File: src/rtl/fetch_stage_pkg.sv
// Shared definitions for the 16-bit pipeline front end.
// Holds the fetch FSM state type, the fetch/decode record and the fixed opcodes.
package fetch_stage_pkg;

   localparam int unsigned INSTR_W = 16;
   localparam int unsigned ADDR_W  = 16;

   localparam logic [INSTR_W-1:0] NOP_INSTR = 16'hE000;
   localparam logic [3:0]         OP_HLT    = 4'hF;

   typedef enum logic [1:0] {
      RUN    = 2'd0,
      SQUASH = 2'd1,
      HALT   = 2'd2
   } fetch_state_t;

   typedef struct packed {
      logic [ADDR_W-1:0]  pc;
      logic [INSTR_W-1:0] instr;
   } fd_rec_t;

   localparam fd_rec_t FD_BUBBLE = '{pc: ADDR_W'(0), instr: NOP_INSTR};

   function automatic logic is_hlt(input logic [INSTR_W-1:0] instr);
      return instr[INSTR_W-1 -: 4] == OP_HLT;
   endfunction

endpackage

File: src/rtl/fetch_skid_buffer.sv
// One-entry {pc, instr} holding register that catches a fetch accepted
// while decode is stalled.
module fetch_skid_buffer
   import fetch_stage_pkg::*;
(
   input  logic    clk,
   input  logic    rst,
   input  logic    load,
   input  logic    drain,
   input  logic    clear,
   input  fd_rec_t din,
   output logic    valid,
   output fd_rec_t dout
);

   // clear (redirect) wins over a same-cycle load
   always_ff @(posedge clk or negedge rst) begin
      if (!rst) begin
         valid <= 1'b0;
         dout  <= FD_BUBBLE;
      end else if (clear) begin
         valid <= 1'b0;
      end else if (load) begin
         valid <= 1'b1;
         dout  <= din;
      end else if (drain) begin
         valid <= 1'b0;
      end
   end

endmodule

File: src/rtl/fetch_stage.sv
// Instruction-fetch stage: owns the PC, talks to a variable-latency imem and
// drives the fetch/decode register, with skid, redirect squash and halt.
module fetch_stage
   import fetch_stage_pkg::*;
#(
   parameter logic [15:0] RESET_PC = 16'h0000
)
(
   input  logic                clk,
   input  logic                rst,
   input  logic                stall,
   input  logic                branch_taken,
   input  logic [ADDR_W-1:0]   branch_pc,
   output logic                imem_req,
   output logic [ADDR_W-1:0]   imem_addr,
   input  logic                imem_ready,
   input  logic [INSTR_W-1:0]  imem_rdata,
   output logic [ADDR_W-1:0]   curr_pc_fd,
   output logic [INSTR_W-1:0]  curr_instr_fd,
   output logic                halted
);

   localparam logic [ADDR_W-1:0] PC_STEP = ADDR_W'(2);

   fetch_state_t      state_q, state_d;
   logic [ADDR_W-1:0] pc_q, pc_d;
   logic [ADDR_W-1:0] redir_q, redir_d;
   fd_rec_t           fd_q, fd_d;
   logic              req_q, req_d;
   logic              halted_q, halted_d;

   logic    redirect;
   logic    accept;
   logic    skid_load, skid_drain, skid_clear;
   logic    skid_valid, skid_valid_d;
   fd_rec_t skid_dout;

   assign redirect = branch_taken & ~stall;
   assign accept   = (state_q == RUN) & req_q & imem_ready & ~redirect;

   fetch_skid_buffer u_skid (
      .clk   (clk),
      .rst   (rst),
      .load  (skid_load),
      .drain (skid_drain),
      .clear (skid_clear),
      .din   ('{pc: pc_q, instr: imem_rdata}),
      .valid (skid_valid),
      .dout  (skid_dout)
   );

   always_ff @(posedge clk or negedge rst) begin
      if (!rst) begin
         state_q  <= RUN;
         pc_q     <= RESET_PC;
         redir_q  <= RESET_PC;
         fd_q     <= FD_BUBBLE;
         req_q    <= 1'b1;
         halted_q <= 1'b0;
      end else begin
         state_q  <= state_d;
         pc_q     <= pc_d;
         redir_q  <= redir_d;
         fd_q     <= fd_d;
         req_q    <= req_d;
         halted_q <= halted_d;
      end
   end

   // next state, PC and FD contents; priority redirect > stall > normal
   always_comb begin
      state_d    = state_q;
      pc_d       = pc_q;
      redir_d    = redir_q;
      fd_d       = fd_q;
      skid_load  = 1'b0;
      skid_drain = 1'b0;
      skid_clear = 1'b0;

      if (state_q == SQUASH) begin
         fd_d = FD_BUBBLE;
         if (redirect) redir_d = branch_pc;
         if (imem_ready) begin
            pc_d    = redirect ? branch_pc : redir_q;
            state_d = RUN;
         end
      end else if (redirect) begin
         fd_d       = FD_BUBBLE;
         skid_clear = 1'b1;
         // an access still in flight must finish before the target is issued
         if (imem_ready || !req_q) begin
            pc_d    = branch_pc;
            state_d = RUN;
         end else begin
            redir_d = branch_pc;
            state_d = SQUASH;
         end
      end else if (stall) begin
         if (accept) begin
            skid_load = 1'b1;
            pc_d      = pc_q + PC_STEP;
            if (is_hlt(imem_rdata)) state_d = HALT;
         end
      end else if (skid_valid) begin
         fd_d       = skid_dout;
         skid_drain = 1'b1;
      end else if (accept) begin
         fd_d = '{pc: pc_q, instr: imem_rdata};
         pc_d = pc_q + PC_STEP;
         if (is_hlt(imem_rdata)) state_d = HALT;
      end else begin
         fd_d = FD_BUBBLE;
      end

      if (skid_clear)      skid_valid_d = 1'b0;
      else if (skid_load)  skid_valid_d = 1'b1;
      else if (skid_drain) skid_valid_d = 1'b0;
      else                 skid_valid_d = skid_valid;

      req_d    = ((state_d == RUN) && !skid_valid_d) || (state_d == SQUASH);
      halted_d = (state_d == HALT);
   end

   assign imem_req      = req_q;
   assign imem_addr     = pc_q;
   assign curr_pc_fd    = fd_q.pc;
   assign curr_instr_fd = fd_q.instr;
   assign halted        = halted_q;

endmodule

File: config.mk
export PLATFORM = sky130hd
export DESIGN_NAME = fetch_stage
export DESIGN_NICKNAME = d
export VERILOG_FILES = /design/src/rtl/fetch_stage_pkg.sv /design/src/rtl/fetch_skid_buffer.sv /design/src/rtl/fetch_stage.sv
export SDC_FILE = /design/constraint.sdc
export NUM_CORES = 1
export LEC_CHECK = 0
export BUFFER_PORTS_ARGS = -buffer_cell sky130_fd_sc_hd__buf_2
export CORE_MARGIN = 10
export CORE_UTILIZATION = 59
export CTS_CLUSTER_DIAMETER = 40
export DETAILED_ROUTE_END_ITERATION = 10
export PLACE_DENSITY_LB_ADDON = 0.1
export SLEW_MARGIN = 25
export SYNTH_ARGS = -nofsm -noshare
export SYNTH_HDL_FRONTEND = slang
export SYNTH_SLANG_ARGS = --single-unit
export TNS_END_PERCENT = 5
File: constraint.sdc
create_clock -name clk -period 4.75 [get_ports clk]
set_clock_uncertainty 0.15 [all_clocks]
set_input_delay 0.95 -clock clk [delete_from_list [all_inputs] [get_ports clk]]
set_output_delay 0.95 -clock clk [all_outputs]
set_load 0.1 [all_outputs]
# Yosys cells after proc, flatten, opt, wreduce, memory -nomap -nowiden
# Cells that the tools add are included.
# totals
reg_bits	101
input_bits	37
out_inout_bits	50
wordCells	75
# classes
addsub	1
mux	37
reduce_logical	11
bitwise	7
n_eq_ne	9
# op_table
cell	count
2-to-1 mux 16 bit	11
2-to-1 mux 32 bit	5
adder 16 x 2 -> 16 bit, second input constant	1
2-to-1 mux 1 bit	14
2-to-1 mux 2 bit	7
inequality test 3 x 1 -> 1 bit, second input constant	2
bitwise AND 1 bit	4
== test 2 x 1 -> 1 bit, second input constant	2
== test 4 bit, second input constant	1
zero test 2 bit	2
inequality test 2 bit, second input constant	2
inequality test 4 bit, second input constant	1
AND reduction 2 bit	2
inverter 1 bit	3
AND reduction 3 bit	1
== test 2 bit, second input constant	1
zero test 1 bit	2
logical OR 1 bit	2
nonzero test 2 bit	1
logical AND 1 bit	1

# Logic depth before layout (Yosys ltp)
# depth
depth_word	13
mapped_depth	8
depth_no_buf	6

# Modules after synthesis
# A second synthesis with hierarchy kept.
# unflattened
hier_cells	406
hier_area_um2	4797.1
# by_module_without_submodules
mod	n_inst	seq_area_each_um2	cells_per_inst	area_each_um2
fetch_stage	1	1706.6	333	3394.5
fetch_skid_buffer	1	829.5	73	1402.6

# Least setup slack after synthesis
# No wires, ideal clock.
# synth_timing
path_type	reg-to-reg
startpoint	register pc_q[3], in the netlist imem_addr[3]
endpoint	register pc_q[9], in the netlist imem_addr[9]
t_arrival_ns	2.252
path_stages_with_launch	7
n_path_buf	1
setup_ns	0.095
path_slack_ns	2.253
required_ns	4.505
cell_sequence	dfrtp_1 clkbuf_2 nand3_1 nor3_2 nor3b_1 a211oi_1 o31ai_1
# synth_via
elab_chain_len	6
# synth_lines
element	line	source
start: declaration	fetch_stage.sv:26	logic [ADDR_W-1:0] pc_q, pc_d;
start signal: assignment	fetch_stage.sv:62	pc_q <= pc_d;
adder 16 x 2 -> 16 bit *	fetch_stage.sv:101, fetch_stage.sv:109	
2-to-1 mux 16 bit *	fetch_stage.sv:99, fetch_stage.sv:107	
2-to-1 mux 16 bit	fetch_stage.sv:104	end else if (skid_valid) begin
2-to-1 mux 16 bit *	fetch_stage.sv:98	end else if (stall) begin
2-to-1 mux 16 bit *	fetch_stage.sv:87	end else if (redirect) begin
2-to-1 mux 16 bit *	fetch_stage.sv:80	if (state_q == SQUASH) begin
# Mark *: on every way between the ends. The rest lies on a longest branch, timed or not. The select of a mux whose other input is x is not followed.
# A chain may end at the register's enable or synchronous reset.

# Worst setup path after layout
# layout_timing
startpoint	input stall
endpoint	register pc_q[12], in the netlist imem_addr[12]
# layout_via
elab_chain_len	9
# layout_lines
element	line	source
start: declaration	fetch_stage.sv:11	input logic stall,
inverter 1 bit	fetch_stage.sv:38	assign redirect = branch_taken & ~stall;
bitwise AND 1 bit	fetch_stage.sv:38	
inverter 1 bit	fetch_stage.sv:39	assign accept = (state_q == RUN) & req_q & imem_ready & ~redirect;
bitwise AND 1 bit	fetch_stage.sv:39	
2-to-1 mux 16 bit (2 in a row)	--	
2-to-1 mux 16 bit	fetch_stage.sv:98	
2-to-1 mux 16 bit	fetch_stage.sv:87	
2-to-1 mux 16 bit	fetch_stage.sv:80	
# Parallel ways exist; a longest one is shown, timed or not. The select of a mux whose other input is x is not followed.

==> reports/results.tsv <==
metric	value	unit
status	finished, final reports clean	
CP Capture Type	register	
hold_buf cts	0	
final wirelength	11000	um
Fin Setup TNS	0	ns
Worst VDD drop	419	uV
Final setup viols	0	
leading area contributor after synthesis	dfrtp_1	
Max clock buf depth	2	
unrepaired setup endpoints after global routing	no	
Synth cell types	47	
core footprint	7650	um2
post-CTS setup buffer count	0	
sequential area share after synthesis	55.1	%
WL/cell	18.2	um
P_int	1.74	mW
HP Start	curr_pc_fd[5]$_DFFE_PN0P_	
CP Max Fanout	12	
Overflow after GRT	0	
Worst-path clk slew	0.10	ns
Overall Global Routing Usage	18.8	%
first-pass GRT wire length	17700	um
Worst EP arrival	2.76	ns
Main synth FF type	dfrtp_1	
Setup crit start	stall	
die height	108	um
Async SR Flop Fraction	100	%
drt drc	0	
pin count of the biggest net entering global routing	74	
Vias/cell	5.85	
First-pass DRT Iterations	4	
post-route antenna net violation count	0	
dominant cells by area after synthesis	dfrtp_1 51%, mux2_2 12%, o21ai_0 5.5%	
Ys Warns	0	
antenna violations before repair	0	
area grow syn2layout	13.5	%
Slew @ Worst Pin	0.928	ns
Final Wtd Congestion	0.819	
initial drt markers	186	
layout cells sized above 1	33.2	%
Final min period	2.68	ns
combinational fraction of design power	44.0	%
Critical Path RT	4.83	ns
DP Worst Slack	1.72	ns
die area	11700	um2
switch share	50.1	%
clock share of power	14.7	%
clock tree sinks	101	
Resized cells post-CTS	0	
# rows	32	
Avg Cell Area, Syn	10.8	um2
I/O pin cnt	87	
ant diodes	0	
maxcap violations	0	
Clk Latency, worst-skew pair	0.37	ns
Hold Crit Class	reg2reg	
CP startpoint kind	input port	
Flop pwr share	41.3	%
number of global-route vias before repair	3455	
post-synthesis instance total	426	
Critical R2R Launch	state_q[0]$_DFF_PN0_	
number of enable flip-flop cells after synthesis	0	
total number of vias	3539	
htree depth	3	
Final Cycle Share	56.4	%
Die X	108	um
HPWL Detailed	7530	um
Setup WS post-layout	2.07	ns
Net Count, Synth	464	
Power Density	668	nW/um2
Max-slew headroom	38.1	%
Leakage	2.36	nW
Crit Path Class	in2reg	
Slew Limit Fails	0	
Port Buf Inserts	86	
CTS tree	yes	
CTS buffer count	9	
Switch Pwr	1.75	mW
post-synth top area share	51.1	%
Starting Density	60.2	%
Post-Synthesis Cell Area	4600	um2
Root Buffer	clkbuf_8	
#FFs+latches synth	101	
nets	536	
Fin. Hold Viols	0	
f_max	0.373	GHz
stage by stage:
stage               hold WS, ns  total power [mW]  instances  cell area [um2]  utilization, %
finish                    0.330              3.49        605             5220            68.3
global route              0.365              3.67        605             5220            68.3
CTS                       0.337              3.51        605             5220            68.3
detailed placement        0.315              3.00        589             5040            65.9
global placement          0.306              2.95        589             5040            65.9
floorplan                 0.324              2.68        426             4600               -
critical path, stage by stage:
cell and delay [ns]:
buf_2 0.14, nor2b_1 0.69, buf_4 0.33, nor3_1 0.07
and4_1 0.24, a221oi_1 0.20, o21ai_0 0.12
cells by family after synthesis:
kind of cell	after synthesis	synth area share, %
fa+ha+maj	1	0.272
buf+inv	31	3.53
compound gates	128	17.1
xor+xnor	4	0.761
simple gates	112	11.3
flops	101	55.1
mux	49	12.0
layout make-up:
| type | instances | area [um2] |
|---|---|---|
| flip-flops and latches | 101 | 2540 |
| fillers | 638 | 2420 |
| multi-input cells | 294 | 1910 |
| repair buffers | 90 | 463 |
| well taps | 102 | 128 |
| clock buffers | 9 | 124 |
| clock inverters | 7 | 58.8 |
| inverters | 2 | 7.51 |
synthesized netlist by cell type, types with 4 or more instances:
library cell  instances
mux2_2               48
dfstp_2               7
nor2_1               23
a21oi_1              20
o21ai_0              51
a22oi_1              30
a22o_1                5
nand2_1              51
clkbuf_1             12
a31oi_1               7
nor3_1                6
dfrtp_1              94
xnor2_1               4
buf_2                 9
nor2b_1               4
nand3_1               8
layer usage:
metal  track usage, %  wire length (um)  vias to the layer above
li1                 -                 -                     1683
met2             30.2              5270                       87
met4             6.69               163                        0
met5                0                 0                        -
met3             4.94               686                       14
met1             24.1              4920                     1755
path summary, 6_finish.rpt:
path | end | slack [ns] | cells past startpoint
max | imem_addr[12]$_DFFE_PN0P_ | 2.07 | 7
min | curr_pc_fd[5]$_DFFE_PN0P_ | 0.33 | 2
max reg2reg | redir_q[6]$_DFFE_PN0P_ | 2.09 | 4
min reg2reg | curr_pc_fd[5]$_DFFE_PN0P_ | 0.33 | 2
max in group asynchronous | imem_addr[15]$_DFFE_PN0P_ | 2.97 | 2
min in group asynchronous | u_skid.dout[18]$_DFFE_PN0P_ | 0.55 | 1
placed cells by master (no fill, tap or decap), drive strengths merged, types with 2 or more instances in the layout:
master and n:
nand3 9, o21ai 51, and4 2, o22ai 3, and3 2, a31oi 7
dfrtp 94, or3 3, dfstp 7, buf 90, nand2b 2, nor2b 4
and2 3, nor2 24, o221ai 2, clkinv 4, nand2 51, nor3 7
clkbuf 9, a211oi 2, inv 4, a22oi 30, xnor2 4, mux2 48
a21oi 20, a22o 5
flip-flops by register name (all words and copies together), names as in the netlist:
| signal | flops |
|---|---|
| halted | 1 |
| imem_req | 1 |
| imem_addr | 16 |
| curr_instr_fd | 16 |
| u_skid.valid | 1 |
| u_skid.dout | 32 |
| redir_q | 16 |
| curr_pc_fd | 16 |
| state_q | 2 |
power by group through the flow:
stage / combinational, mW / sequential (mW) / clock, mW
6_report: 1.54 / 1.44 / 0.512
5_1_grt: 1.63 / 1.49 / 0.554
4_1_cts: 1.55 / 1.44 / 0.524
3_5_place_dp: 1.55 / 1.46 / 0
3_3_place_gp: 1.52 / 1.43 / 0
2_1_floorplan: 0.545 / 2.13 / 0
No activity file was read; power rests on OpenSTA's default activity.
